File: src/rtl/ahbdefaultsub_pkg.sv
// ahbdefaultsub_pkg
//   Shared definitions for the AHB-Lite default subordinate slice:
//   the core configuration record (cvw_t) and the AHB HTRANS encodings
//   common to every AHB subordinate.
package ahbdefaultsub_pkg;

    typedef struct packed {
        int unsigned PA_BITS;
    } cvw_t;

    localparam cvw_t CVW_DEFAULT = '{PA_BITS: 32};

    localparam logic [1:0] HTRANS_IDLE   = 2'b00;
    localparam logic [1:0] HTRANS_BUSY   = 2'b01;
    localparam logic [1:0] HTRANS_NONSEQ = 2'b10;
    localparam logic [1:0] HTRANS_SEQ    = 2'b11;

    // True for transfer types that demand a data-phase response.
    function automatic logic isActiveTrans(input logic [1:0] trans);
        return (trans == HTRANS_NONSEQ) || (trans == HTRANS_SEQ);
    endfunction

endpackage

File: src/rtl/ahbdefaultsub_if.sv
// ahbdefaultsub_if
//   AHB-Lite signals seen by the default subordinate.
//   HSELDefault, HADDR, HWRITE, HTRANS, HREADY : manager/decoder -> subordinate
//   HREADYDefault, HRESPDefault                : subordinate -> bus mux
interface ahbdefaultsub_if #(
    parameter int unsigned PA_BITS = 32
);
    logic               HSELDefault;
    logic [PA_BITS-1:0] HADDR;
    logic               HWRITE;
    logic [1:0]         HTRANS;
    logic               HREADY;
    logic               HREADYDefault;
    logic               HRESPDefault;

    modport master (
        output HSELDefault, HADDR, HWRITE, HTRANS, HREADY,
        input  HREADYDefault, HRESPDefault
    );

    modport slave (
        input  HSELDefault, HADDR, HWRITE, HTRANS, HREADY,
        output HREADYDefault, HRESPDefault
    );
endinterface

File: src/rtl/ahbdefaultsub_satcounter.sv
// satcounter
//   Saturating up-counter with synchronous reset, clear and increment.
//   clk, reset : clock and synchronous active-high reset
//   clear      : zero the count (if inc is also set, count restarts at 1)
//   inc        : add one, holding at all-ones
//   count      : current value
module satcounter #(
    parameter int unsigned WIDTH = 8
) (
    input  logic             clk,
    input  logic             reset,
    input  logic             clear,
    input  logic             inc,
    output logic [WIDTH-1:0] count
);

    logic [WIDTH-1:0] countNext;

    always_comb begin
        countNext = count;
        if (clear) begin
            countNext = inc ? WIDTH'(1) : '0;
        end else if (inc && (count != '1)) begin
            countNext = count + WIDTH'(1);
        end
    end

    always_ff @(posedge clk) begin
        if (reset) count <= '0;
        else       count <= countNext;
    end

endmodule

File: src/rtl/ahbdefaultsub.sv
// ahbdefaultsub
//   AHB-Lite default subordinate: gives every accepted NONSEQ/SEQ transfer
//   a two-cycle ERROR response and logs the last offending transfer.
//   clk, reset    : single clock, synchronous active-high reset
//   ahb (slave)   : HSELDefault/HADDR/HWRITE/HTRANS/HREADY in,
//                   HREADYDefault/HRESPDefault out
//   ErrClear      : one-cycle pulse clearing ErrValid and ErrCount
//   ErrValid      : an error was logged since reset/clear
//   ErrAddr       : HADDR of the most recent erroring transfer
//   ErrWrite      : HWRITE of the most recent erroring transfer
//   ErrCount      : saturating count of erroring transfers
module ahbdefaultsub
    import ahbdefaultsub_pkg::*;
#(
    parameter cvw_t        P          = CVW_DEFAULT,
    parameter int unsigned COUNT_BITS = 8
) (
    input  logic                  clk,
    input  logic                  reset,
    ahbdefaultsub_if.slave        ahb,
    input  logic                  ErrClear,
    output logic                  ErrValid,
    output logic [P.PA_BITS-1:0]  ErrAddr,
    output logic                  ErrWrite,
    output logic [COUNT_BITS-1:0] ErrCount
);

    typedef enum logic [1:0] {
        IDLE = 2'b00,
        ERR1 = 2'b01,
        ERR2 = 2'b10
    } state_t;

    state_t state, stateNext;
    logic   accept;

    assign accept = ahb.HSELDefault & isActiveTrans(ahb.HTRANS) & ahb.HREADY;

    always_ff @(posedge clk) begin
        if (reset) state <= IDLE;
        else       state <= stateNext;
    end

    always_comb begin
        stateNext = IDLE;
        unique case (state)
            IDLE:    stateNext = accept ? ERR1 : IDLE;
            ERR1:    stateNext = ERR2;
            ERR2:    stateNext = accept ? ERR1 : IDLE;
            default: stateNext = IDLE;
        endcase
    end

    // Moore outputs: stall only in the first ERROR cycle.
    assign ahb.HREADYDefault = (state != ERR1);
    assign ahb.HRESPDefault  = (state == ERR1) || (state == ERR2);

    // Error log. Address/write hold across a clear; only valid/count reset.
    always_ff @(posedge clk) begin
        if (reset) begin
            ErrValid <= 1'b0;
            ErrAddr  <= '0;
            ErrWrite <= 1'b0;
        end else if (accept) begin
            ErrValid <= 1'b1;
            ErrAddr  <= ahb.HADDR;
            ErrWrite <= ahb.HWRITE;
        end else if (ErrClear) begin
            ErrValid <= 1'b0;
        end
    end

    satcounter #(.WIDTH(COUNT_BITS)) errCounter (
        .clk   (clk),
        .reset (reset),
        .clear (ErrClear),
        .inc   (accept),
        .count (ErrCount)
    );

endmodule

File: src/flat_wrapper.sv
// flat-port wrapper written by rule: the top's interface ports become plain ports
module ahbdefaultsub_flat import ahbdefaultsub_pkg::*;
#(
    parameter cvw_t        P          = CVW_DEFAULT,
    parameter int unsigned COUNT_BITS = 8
)
  (clk, reset, ErrClear, ErrValid, ErrAddr, ErrWrite, ErrCount, ahb_HSELDefault, ahb_HADDR, ahb_HWRITE, ahb_HTRANS, ahb_HREADY, ahb_HREADYDefault, ahb_HRESPDefault);
  ahbdefaultsub_if #(.PA_BITS(32)) ahb_i ();
  input  logic clk;
  input  logic reset;
  input  logic ErrClear;
  output logic ErrValid;
  output logic [P.PA_BITS-1:0] ErrAddr;
  output logic ErrWrite;
  output logic [COUNT_BITS-1:0] ErrCount;
  input wire logic [$bits(ahb_i.HSELDefault)-1:0] ahb_HSELDefault;
  input wire logic [$bits(ahb_i.HADDR)-1:0] ahb_HADDR;
  input wire logic [$bits(ahb_i.HWRITE)-1:0] ahb_HWRITE;
  input wire logic [$bits(ahb_i.HTRANS)-1:0] ahb_HTRANS;
  input wire logic [$bits(ahb_i.HREADY)-1:0] ahb_HREADY;
  output wire logic [$bits(ahb_i.HREADYDefault)-1:0] ahb_HREADYDefault;
  output wire logic [$bits(ahb_i.HRESPDefault)-1:0] ahb_HRESPDefault;
  assign ahb_i.HSELDefault = ahb_HSELDefault;
  assign ahb_i.HADDR = ahb_HADDR;
  assign ahb_i.HWRITE = ahb_HWRITE;
  assign ahb_i.HTRANS = ahb_HTRANS;
  assign ahb_i.HREADY = ahb_HREADY;
  assign ahb_HREADYDefault = ahb_i.HREADYDefault;
  assign ahb_HRESPDefault = ahb_i.HRESPDefault;
  ahbdefaultsub #(.P(P), .COUNT_BITS(COUNT_BITS)) u_core (.clk(clk), .reset(reset), .ahb(ahb_i), .ErrClear(ErrClear), .ErrValid(ErrValid), .ErrAddr(ErrAddr), .ErrWrite(ErrWrite), .ErrCount(ErrCount));
endmodule
File: config.mk
export PLATFORM = sky130hd
export DESIGN_NAME = ahbdefaultsub_flat
export DESIGN_NICKNAME = d
export VERILOG_FILES = /design/src/rtl/ahbdefaultsub_pkg.sv /design/src/rtl/ahbdefaultsub_if.sv /design/src/rtl/ahbdefaultsub_satcounter.sv /design/src/rtl/ahbdefaultsub.sv /design/src/flat_wrapper.sv
export SDC_FILE = /design/constraint.sdc
export NUM_CORES = 1
export LEC_CHECK = 0
export ABC_AREA = 1
export CAP_MARGIN = 5
export CORE_UTILIZATION = 38
export CTS_CLUSTER_DIAMETER = 100
export DETAILED_ROUTE_END_ITERATION = 7
export HOLD_SLACK_MARGIN = 0.05
export PLACE_DENSITY = 0.87
export SETUP_SLACK_MARGIN = 0.1
export SLEW_MARGIN = 10
export SYNTH_ARGS = -nofsm -noshare
export SYNTH_HDL_FRONTEND = slang
export SYNTH_HIERARCHICAL = 1
export SYNTH_SLANG_ARGS = --single-unit
File: constraint.sdc
create_clock -name clk -period 1.3 [get_ports clk]
set_clock_uncertainty 0.2 [all_clocks]
set_input_delay 0.195 -clock clk [delete_from_list [all_inputs] [get_ports clk]]
set_output_delay 0.195 -clock clk [all_outputs]
set_load 0.05 [all_outputs]
==> results of run 1 <==
[routing by layer]
metal	vias up	global-route usage	share of wire
met5	-	0	0
met4	0	0.103	0.032
met3	20	0.0623	0.056
met2	95	0.434	0.55
met1	1029	0.229	0.36
li1	1124	-	-
[power breakdown]
group	total, mW	internal, mW	switching, mW
combinational	0.946	0.480	0.466
sequential	1.48	1.41	0.0664
clock	1.06	0.601	0.464
[metrics by stage]
| stage | TNS, ps | power [mW] | hold WS (ps) | instance area, µm² |
|---|---|---|---|---|
| 6_report | -1440 | 3.49 | 138 | 4110 |
| 5_1_grt | -1970 | 3.63 | 144 | 4110 |
| 4_1_cts | -1010 | 3.48 | 124 | 3960 |
| 3_5_place_dp | -11440 | 2.35 | 305 | 3530 |
| 3_3_place_gp | -10400 | 2.33 | 304 | 3530 |
| 2_1_floorplan | -1250 | 1.87 | 54.4 | 2070 |
[layout make-up]
type,instances,area share
repair buffers,121,0.410
multi-input cells,199,0.257
flip-flops and latches,44,0.233
inverters,50,0.0496
clock buffers,8,0.0295
well taps,70,0.0213
[critical path, stage by stage (launching register included)]
cell	delay (ps)
dfxtp_4	390
inv_4	40
ha_4	260
buf_12	120
[what timing repair did]
item / in CTS / in global routing
buffers inserted: 11 / 8
pin swaps: 8 / 11
gates cloned: 2 / 0
resized for setup: 72 / 31
endpoints found under the setup margin: 85 / 52
hold buffers: 0 / 0
[placed cells by master (no fill, tap or decap), types with 3 or more instances in the layout]
| cell type | count |
|---|---|
| nor2_4 | 4 |
| nand2_1 | 77 |
| nand4_1 | 3 |
| buf_12 | 48 |
| nor2_1 | 74 |
| nand3_1 | 4 |
| nand2_2 | 5 |
| buf_4 | 24 |
| dlygate4sd2_1 | 4 |
| nand2_4 | 4 |
| nand3_2 | 4 |
| o21ai_2 | 3 |
| a21oi_2 | 6 |
| clkbuf_8 | 7 |
| ha_4 | 3 |
| dfxtp_2 | 36 |
| inv_4 | 5 |
| dfxtp_4 | 8 |
| buf_6 | 9 |
| inv_1 | 42 |
| clkdlybuf4s50_1 | 34 |
[worst paths after layout]
check / from / to / cells past startpoint
worst min register to register: u_core/ErrValid$_SDFFE_PP0P_ / u_core/ErrValid$_SDFFE_PP0P_ / 2
worst max register to register: u_core/errCounter/count[0]$_SDFFE_PP0P_ / u_core/errCounter/count[1]$_SDFFE_PP0P_ / 8
worst min-delay path: reset / u_core/ErrValid$_SDFFE_PP0P_ / 2
worst max-delay path: u_core/state[0]$_SDFF_PP0_ / ahb_HRESPDefault / 3
[sequential cells by signal (all words and copies together), names as in the netlist]
name                     cells
u_core/ErrAddr              32
u_core/ErrValid              1
u_core/ErrWrite              1
u_core/errCounter/count      8
u_core/state                 2
[kinds of logic (layout without fill, tap and decap cells)]
group / count (synthesis) / count (layout) / synth area share
DFF: 44 / 44 / 0.440
and+or+nand+nor: 183 / 183 / 0.374
AOI/OAI and AO/OA: 11 / 11 / 0.0312
adders and majority gates: 5 / 5 / 0.0313
buffers and inverters: 60 / 179 / 0.123
==> summary.md, run 1 <==
| Metric | Value |
|---|---|
| FF-to-FF setup slack | `-170 ps` |
| Number of core rows | `26` |
| Multi-input gate area | `1060 µm²` |
| Syn nets | `348` |
| Critical path class | `flip-flop to output port` |
| Die Y | `74.6 µm` |
| Crit path time final | `1500 ps` |
| Pins Over Slew Limit | `0` |
| Post-Synthesis Cells | `303` |
| Final worst slack | `-198 ps` |
| Largest net degree at the start of global routing | `24` |
| Area contributors post-synth | `dfxtp_1 (44%), nand2_1 (16%), nor2_1 (15%), inv_1 (9.0%), ha_1 (3.1%)` |
| Final Hold Viols | `0` |
| Req. time, crit path | `900 ps` |
| CTS tree | `built` |
| Starting Density | `0.394` |
| H-tree depth | `2` |
| Leakage | `1.94 nW` |
| Clock sinks | `44` |
| Final GP Congestion | `0.860` |
| Fillcell total | `308` |
| Post-synth ARST share | `0` |
| Max FO, Critical Path | `3` |
| Layout cell share with drive strength beyond 1 | `0.422` |
| GRT Total Usage | `0.228` |
| Slew headroom | `0.684` |
| Post-route insts no fill | `492` |
| Drt wl/cell | `13.4 µm` |
| Final period utilization | `1.15` |
| Hold WC Path Type | `input pin to flip-flop` |
| Status | `finished with violations` |
| Clock slew at reported path FFs | `80 ps` |
| Seq/Total Area, Yosys | `0.440` |
| Die X | `74.6 µm` |
| Max-cap check violation count | `0` |
| Slew @ Worst Pin | `474 ps` |
| First DRT Iteration DRCs | `80` |
| DRC | `0` |
| IO buf count | `82` |
| Synth top cells by count | `nand2_1 (83), nor2_1 (78), inv_1 (48), dfxtp_1 (44), nand3_1 (9)` |
| Worst-case clock buffer depth | `2` |
| # diodes | `0` |
| Pwr Density | `849 nW/µm²` |
| FF+latch area | `956 µm²` |
| CTS Buf Count | `5` |
| P&R area growth vs syn | `105%` |
| Leading area contributor after synthesis | `dfxtp_1` |
| Die ar. | `5560 µm²` |
| Clk_lat worst skew | `290 ps` |
| Pre-CTS setup slack | `-392 ps` |
| Hpwl dp | `4.06 mm` |
| Vias/cell | `4.61` |
| Worst VDD drop | `0.000609 V` |
| Post-synth EDFFs | `0` |
| Ports | `84` |
| Synth Cell Area | `2000 µm²` |
| #FFs+latches synth | `44` |
| Critical Path AT | `1100 ps` |
| Vias in the first global route | `2,157` |
| Via count | `2,268` |
| Nets@finish | `466` |
| Crit. End Element | `output port` |
| Final Setup Violations | `13` |
| Main synth FF type | `dfxtp_1` |
| FMAX | `668 MHz` |
| Post-Route WL | `6.58 mm` |
| Unique masters post-synth | `22` |
| Initial antenna violation count | `0` |
| Synth top area share | `0.440` |
| Global-route wire length before repair | `9.56 mm` |
| YS warnings | `6` |
| Dpl cells | `465` |
| Routed Antenna Nets | `0` |
| Area of the core | `5070 µm²` |
| Total congestion overflow | `0` |
| Final core utilization | `0.809` |
| Failing checks | `setup timing` |
| Dominant cell by count in the synthesized netlist | `nand2_1` |
| Crit start category | `flip-flop` |
| RSZ-0062 raised after global routing | `yes` |
| Avg Cell Area, Syn | `6.61 µm²` |
| Root buffer cell | `clkbuf_8` |
| DR pass1 iterations | `4` |
Note: power is estimated with default switching activity, not from simulation.
==> run 2: changes to the inputs <==
CORE_ASPECT_RATIO = 1.75   (was unset)
==> run 2 against run 1 <==
The run ends with DRC, setup timing left. Critical path depth is the same. Sequential power is essentially flat. Final area shrank 2.5%. Clock power shrank 9%. Count of clock-buffer cells in the layout shrank 1. Combinational power shrank 0.6%. Worst setup slack lost 17 ps. Wire length grew 3.0%. Non-clock buffer count is the same.
==> summary.md, run 2 (synthesis results as in run 1) <==
| Metric | Value |
|---|---|
| DRC | `10 (+10)` |
| Die ar. | `5570 µm² (+0.21%)` |
| Drt wl/cell | `14.2 µm (+6.5%)` |
| Failing checks | `DRC, setup timing` |
| Clock sinks | `44 (unchanged)` |
| RR Startpoint | `u_core/errCounter/count[1]$_SDFFE_PP0P_` |
| RR Endpoint | `u_core/errCounter/count[5]$_SDFFE_PP0P_` |
| IO buf count | `82 (unchanged)` |
| Pwr Density | `843 nW/µm² (-0.67%)` |
| Worst-case clock buffer depth | `2 (unchanged)` |
| Total congestion overflow | `0 (unchanged)` |
| FF-to-FF path depth | `8 (unchanged)` |
| Post-CTS Hold Buffers | `0 (unchanged)` |
| Root buffer cell | `clkbuf_8` |
| DR pass1 iterations | `6 (+2)` |
| # diodes | `0 (unchanged)` |
| Ports | `84 (unchanged)` |
| Min Hold Slack | `271 ps (+134 ps)` |
| Final worst slack | `-215 ps (-16.9 ps)` |
| Final Hold Viols | `0 (unchanged)` |
| H-tree depth | `2 (unchanged)` |
| First DRT Iteration DRCs | `76 (-5.0%)` |
| Routed Antenna Nets | `0 (unchanged)` |
| Crit. End Element | `output port` |
| Hold path depth | `3 (+1)` |
| Post-Route WL | `6.77 mm (+3.0%)` |
| Critical path class | `flip-flop to output port` |
| Dpl cells | `450 (-3.2%)` |
| Final period utilization | `1.17 (+0.0130)` |
| Final Setup Violations | `15 (+2)` |
| Final GP Congestion | `0.848 (-1.4%)` |
| Pins Over Slew Limit | `0 (unchanged)` |
| Number of core rows | `34 (+31%)` |
| RSZ-0062 raised after global routing | `yes` |
| Slew @ Worst Pin | `408 ps (-65.9 ps)` |
| Vias in the first global route | `2,348 (+8.9%)` |
| GRT Total Usage | `0.238 (+0.0103)` |
| Global-route wire length before repair | `10.2 mm (+7.1%)` |
| Req. time, crit path | `900 ps (about the same)` |
| CTS tree | `built` |
| Hpwl dp | `4.38 mm (+7.9%)` |
| Largest registers | `u_core/ErrAddr x32, u_core/errCounter/count x8, u_core/state x2` |
| Max reg flops | `32 (unchanged)` |
| Top reg by flops | `u_core/ErrAddr` |
| Clk_lat worst skew | `290 ps (about the same)` |
| Largest net degree at the start of global routing | `28 (+17%)` |
| Max-cap check violation count | `0 (unchanged)` |
| FMAX | `660 MHz (-1.1%)` |
| P&R area growth vs syn | `100%` |
| Commonest non-fill, non-tap cell in the layout | `nand2_1` |
| Max FO, Critical Path | `3 (unchanged)` |
| Slew headroom | `0.728 (+0.0440)` |
| Post-route insts no fill | `476 (-3.3%)` |
| Nets@finish | `466 (unchanged)` |
| Vias/cell | `4.76 (+3.2%)` |
| Worst VDD drop | `0.000858 V (+41%)` |
| Initial antenna violation count | `0 (unchanged)` |
| Most frequent cells in the layout | `nand2_1 (80), nor2_1 (77), buf_12 (48), inv_1 (44), dfxtp_2 (36)` |
| Slowest CP cell | `dfxtp_2` |
| Critical path cell sequence | `inv_4 -> ha_4 -> buf_12` |
| Crit path time final | `1510 ps (+16.9 ps)` |
| CTS Buf Count | `5 (unchanged)` |
| Status | `finished with violations` |
| Via count | `2,264 (-0.18%)` |
| Area of the core | `5020 µm² (-1.1%)` |
| Leakage | `1.91 nW (-1.3%)` |
| FF-to-FF setup slack | `-160 ps (about the same)` |
| Die X | `56.9 µm (-24%)` |
| Layout cell share with drive strength beyond 1 | `0.396 (-0.0261)` |
| Crit start category | `flip-flop` |
| Critical Path AT | `1120 ps (+20 ps)` |
| Starting Density | `0.399 (+0.00433)` |
| Die Y | `98.0 µm (+31%)` |
| Hold WC Path Type | `input pin to flip-flop` |
| WHS Endpoint | `u_core/ErrAddr[28]$_SDFFE_PP0P_` |
| Critical Path Max Stage Delay | `370 ps (-20 ps)` |
| Clock slew at reported path FFs | `90 ps (about the same)` |
| HP Start | `ahb_HADDR[28]` |
==> run 2: metrics by stage <==
step	utilization	power [mW]	cell area [µm²]	worst slack (ps)	setup TNS, ps
floorplan	-	1.87	2070	-182	-1250
global placement	0.706	2.34	3550	-290	-9090
detailed placement	0.706	2.37	3550	-366	-10560
CTS	0.773	3.35	3880	-207	-1160
global route	0.798	3.51	4010	-246	-2150
finish	0.798	3.38	4010	-215	-1540
==> run 2: how the worst max path moves through the flow <==
stage,end,startpoint,slack [ps],cells past startpoint
finish,ahb_HRESPDefault,u_core/state[1]$_SDFF_PP0_,-210,3
floorplan,u_core/errCounter/count[5]$_SDFFE_PP0P_,u_core/errCounter/count[1]$_SDFFE_PP0P_,-180,8
detailed placement,u_core/errCounter/count[3]$_SDFFE_PP0P_,ahb_HSELDefault,-370,7
global placement,u_core/errCounter/count[0]$_SDFFE_PP0P_,ahb_HREADY,-290,7
global route,ahb_HRESPDefault,u_core/state[0]$_SDFF_PP0_,-250,3
CTS,ahb_HRESPDefault,u_core/state[0]$_SDFF_PP0_,-210,3
==> run 2: per-layer routing <==
layer,vias to the layer above,routed length [µm],track usage
met2,86,3850,0.462
met5,-,0,0
met3,17,370,0.0556
li1,1120,-,-
met1,1041,2330,0.221
met4,0,216,0.126
==> run 2: final cells by class <==
type                            instances  area, µm²
Sequential cell                        44        956
Clock buffer                            7       97.6
Timing Repair Buffer                  121       1660
Clock inverter                          1       5.00
Fill cell                             311       1010
Multi-Input combinational cell        199       1020
Inverter                               50        199
Tap cell                               54       67.6
==> run 2: worst max-delay path, delay by kind of cell, from the launching register on <==
family,cells,cell delay [ps]
flip-flops,1,370
adder cells (fa/ha/maj),1,270
buffers and inverters,2,190
==> run 2: timing repair <==
| action | 4_1_cts | 5_1_grt |
|---|---|---|
| endpoints found under the setup margin | 76 | 52 |
| gates cloned | 1 | 0 |
| pin swaps | 11 | 5 |
| resized for setup | 67 | 14 |
| setup buffers | 9 | 8 |
==> run 2: power breakdown <==
group | total [mW] | internal [mW] | switching (mW)
Combinational | 0.940 | 0.478 | 0.462
Clock | 0.961 | 0.494 | 0.467
Sequential | 1.48 | 1.41 | 0.0673
Total | 3.38 | 2.38 | 0.996
==> run 3: changes to the inputs <==
--- a/config.mk
+++ b/config.mk
@@ -8,5 +8,4 @@
 export ABC_AREA = 1
-export CAP_MARGIN = 5
 export CORE_ASPECT_RATIO = 1.75
-export CORE_UTILIZATION = 38
+export CORE_UTILIZATION = 42
 export CTS_CLUSTER_DIAMETER = 100
@@ -14,3 +13,3 @@
 export HOLD_SLACK_MARGIN = 0.05
-export PLACE_DENSITY = 0.87
+export PLACE_DENSITY = 0.91
 export SETUP_SLACK_MARGIN = 0.1
==> constraint.sdc (replaced) <==
create_clock -name clk -period 1.4 [get_ports clk]
set_clock_uncertainty 0.2 [all_clocks]
set_input_delay 0.14 -clock clk [delete_from_list [all_inputs] [get_ports clk]]
set_output_delay 0.14 -clock clk [all_outputs]
set_load 0.05 [all_outputs]
==> run 3 against run 2 <==
The flow finishes with violations (setup timing). Non-clock buffer count down 20. Register-to-register slack better by 90 ps. Power down 6.8%. Wire length down 14%. Sequential share of layout area up 0.23 points. Via count down 3.9%. Worst setup slack better by 150 ps. Count of clock-buffer cells in the layout up 1. Highest routed layer unchanged. Largest cell class unchanged.
==> summary.md, run 3 (synthesis results as in run 1) <==
| Metric | Value |
|---|---|
| Status | `finished with violations` |
| Failing checks | `setup timing` |
| Final Setup Violations | `4 (-11)` |
| Largest net degree at the start of global routing | `69 (+150%)` |
| Setup TNS | `-163 ps (+1380 ps)` |
| Starting Density | `0.446 (+0.0476)` |
| Commonest non-fill, non-tap cell in the layout | `nand2_1` |
| First DRT Iteration DRCs | `69 (-9.2%)` |
| Final Hold Viols | `0 (unchanged)` |
| Die X | `54.2 µm (-4.7%)` |
| Number of core rows | `32 (-5.9%)` |
| Hpwl dp | `3.90 mm (-11%)` |
| Max-cap check violation count | `0 (unchanged)` |
| Slew @ Worst Pin | `472 ps (+63.5 ps)` |
| Crit start category | `flip-flop` |
| WL met2 | `3.22 mm (-16%)` |
| Hold WC Path Type | `input pin to flip-flop` |
| Final GP Congestion | `0.945 (+11%)` |
| Routed length on met3 | `358 µm (-3.2%)` |
| FF-to-FF setup slack | `-70 ps (+90 ps)` |
| CTS tree | `built` |
| Total congestion overflow | `0 (unchanged)` |
| Top Metal Used | `met4` |
| H-tree depth | `2 (unchanged)` |
| Global-route wire length before repair | `9.11 mm (-11%)` |
| Ports | `84 (unchanged)` |
| Post-CTS Hold Buffers | `0 (unchanged)` |
| Final core utilization | `0.841 (+0.0429)` |
| RR Endpoint | `u_core/errCounter/count[5]$_SDFFE_PP0P_` |
| Clock sinks | `44 (unchanged)` |
| IO buf count | `82 (unchanged)` |
| Drt wl/cell | `12.9 µm (-9.7%)` |
| Pins Over Slew Limit | `0 (unchanged)` |
| Final period utilization | `1.05` |
| Via count | `2,175 (-3.9%)` |
| Clock slew at reported path FFs | `80 ps (about the same)` |
| Crit path launch | `u_core/errCounter/count[1]$_SDFFE_PP0P_` |
| DR pass1 iterations | `4 (-2)` |
| Final worst slack | `-69.9 ps (+145 ps)` |
| Largest registers | `u_core/ErrAddr x32, u_core/errCounter/count x8, u_core/state x2` |
| FMAX | `680 MHz` |
| Post-Route WL | `5.82 mm (-14%)` |
| Nets@finish | `446 (-4.3%)` |
| Slew headroom | `0.682 (-0.0454)` |
| Initial antenna violation count | `0 (unchanged)` |
| Area of the core | `4480 µm² (-11%)` |
| Crit. End Element | `flip-flop` |
| Critical Path AT | `1480 ps (+360 ps)` |
| Critical path class | `flip-flop to flip-flop` |
| RSZ-0062 raised after global routing | `yes` |
| Clk_lat worst skew | `290 ps (about the same)` |
| Max reg flops | `32 (unchanged)` |
| DRC | `0 (-10)` |
| M1 WL | `2.10 mm (-10%)` |
| Worst VDD drop | `0.000700 V (-18%)` |
| # diodes | `0 (unchanged)` |
| Pwr Density | `835 nW/µm² (-0.99%)` |
| Worst-case clock buffer depth | `2 (unchanged)` |
| Top reg by flops | `u_core/ErrAddr` |
| Leakage | `1.77 nW (-7.3%)` |
| Die ar. | `5060 µm² (-9.3%)` |
| Layout cell share with drive strength beyond 1 | `0.303 (-0.0923)` |
| CTS Buf Count | `5 (unchanged)` |
| Root buffer cell | `clkbuf_8` |
| Worst Setup EP | `u_core/errCounter/count[5]$_SDFFE_PP0P_` |
| GRT Total Usage | `0.241 (+0.00283)` |
| P&R area growth vs syn | `88.4%` |
| FF-to-FF path depth | `9 (+1)` |
| Routed Antenna Nets | `0 (unchanged)` |
| Hold path depth | `3 (unchanged)` |
| Vias in the first global route | `2,132 (-9.2%)` |
| Power, Total | `3.15 mW (-6.8%)` |
| Vias/cell | `4.80 (+0.95%)` |
| Max FO, Critical Path | `6 (+3)` |
| Req. time, crit path | `1410 ps (+510 ps)` |
| Crit path time final | `1470 ps` |
| RR Startpoint | `u_core/errCounter/count[1]$_SDFFE_PP0P_` |
| Most frequent cells in the layout | `nand2_1 (77), nor2_1 (73), buf_12 (46), inv_1 (42), clkdlybuf4s50_1 (38)` |
| Die Y | `93.3 µm (-4.8%)` |
-- run 3: cell count changes in the layout (fill, tap and decap cells not counted), sizes merged --
cell,previous run,this run
buf,82,63
bufbuf,1,0
clkbuf,7,8
dlygate4sd2,3,0
clkinv,1,0
clkdlybuf4s50,35,38
-- run 3: timing repair --
item                                   CTS  global route
setup endpoints to repair               11            15
endpoints found under the hold margin    0             0
resized for setup                       20            28
buffers inserted                         7             2
pin swaps                                7             7
-- run 3: per-stage QoR --
step / cells / cell area, µm² / hold slack, ps / setup slack, ps
CTS: 451 / 3650 / 213 / -43.6
global route: 453 / 3770 / 222 / -106
detailed placement: 436 / 3420 / 275 / -212
global placement: 436 / 3420 / 265 / -157
floorplan: 303 / 2050 / -0.643 / -82.5
finish: 453 / 3770 / 221 / -69.9
-- run 3: layout make-up --
class	count	area, µm²
Clock buffer	8	121
Fill cell	237	713
Inverter	50	196
Multi-Input combinational cell	199	1030
Sequential cell	44	908
Tap cell	51	63.8
Timing Repair Buffer	101	1450
-- run 3: metal layers --
metal / vias up / global-route usage
met1: 982 / 0.242
met5: - / 0
met4: 0 / 0.103
met2: 94 / 0.433
met3: 17 / 0.0699
li1: 1082 / -
-- run 3: worst min-delay path by stage --
stage                                                       start                                      end
final                                                ahb_HADDR[5]           u_core/ErrAddr[5]$_SDFFE_PP0P_
after global routing                                 ahb_HADDR[5]           u_core/ErrAddr[5]$_SDFFE_PP0P_
after CTS                                           ahb_HADDR[31]          u_core/ErrAddr[31]$_SDFFE_PP0P_
after detailed placement  u_core/errCounter/count[6]$_SDFFE_PP0P_  u_core/errCounter/count[6]$_SDFFE_PP0P_
after global placement    u_core/errCounter/count[6]$_SDFFE_PP0P_  u_core/errCounter/count[6]$_SDFFE_PP0P_
after floorplan                                             reset  u_core/errCounter/count[0]$_SDFFE_PP0P_
-- run 3: power by group --
part / internal, mW / switching [mW]
Clock: 0.558 / 0.413
Sequential: 1.30 / 0.0606
Combinational: 0.400 / 0.415
Total: 2.26 / 0.890
-- run 3: worst max-delay path, stage by stage (launching register included) --
cell and delay, ps:
dfxtp_4 370, ha_4 150, nand2_4 70, nor2_4 100, nand2_4 80, nand2_8 110, inv_2 60, nand2_1 70
nand2_1 60, nor2_1 130
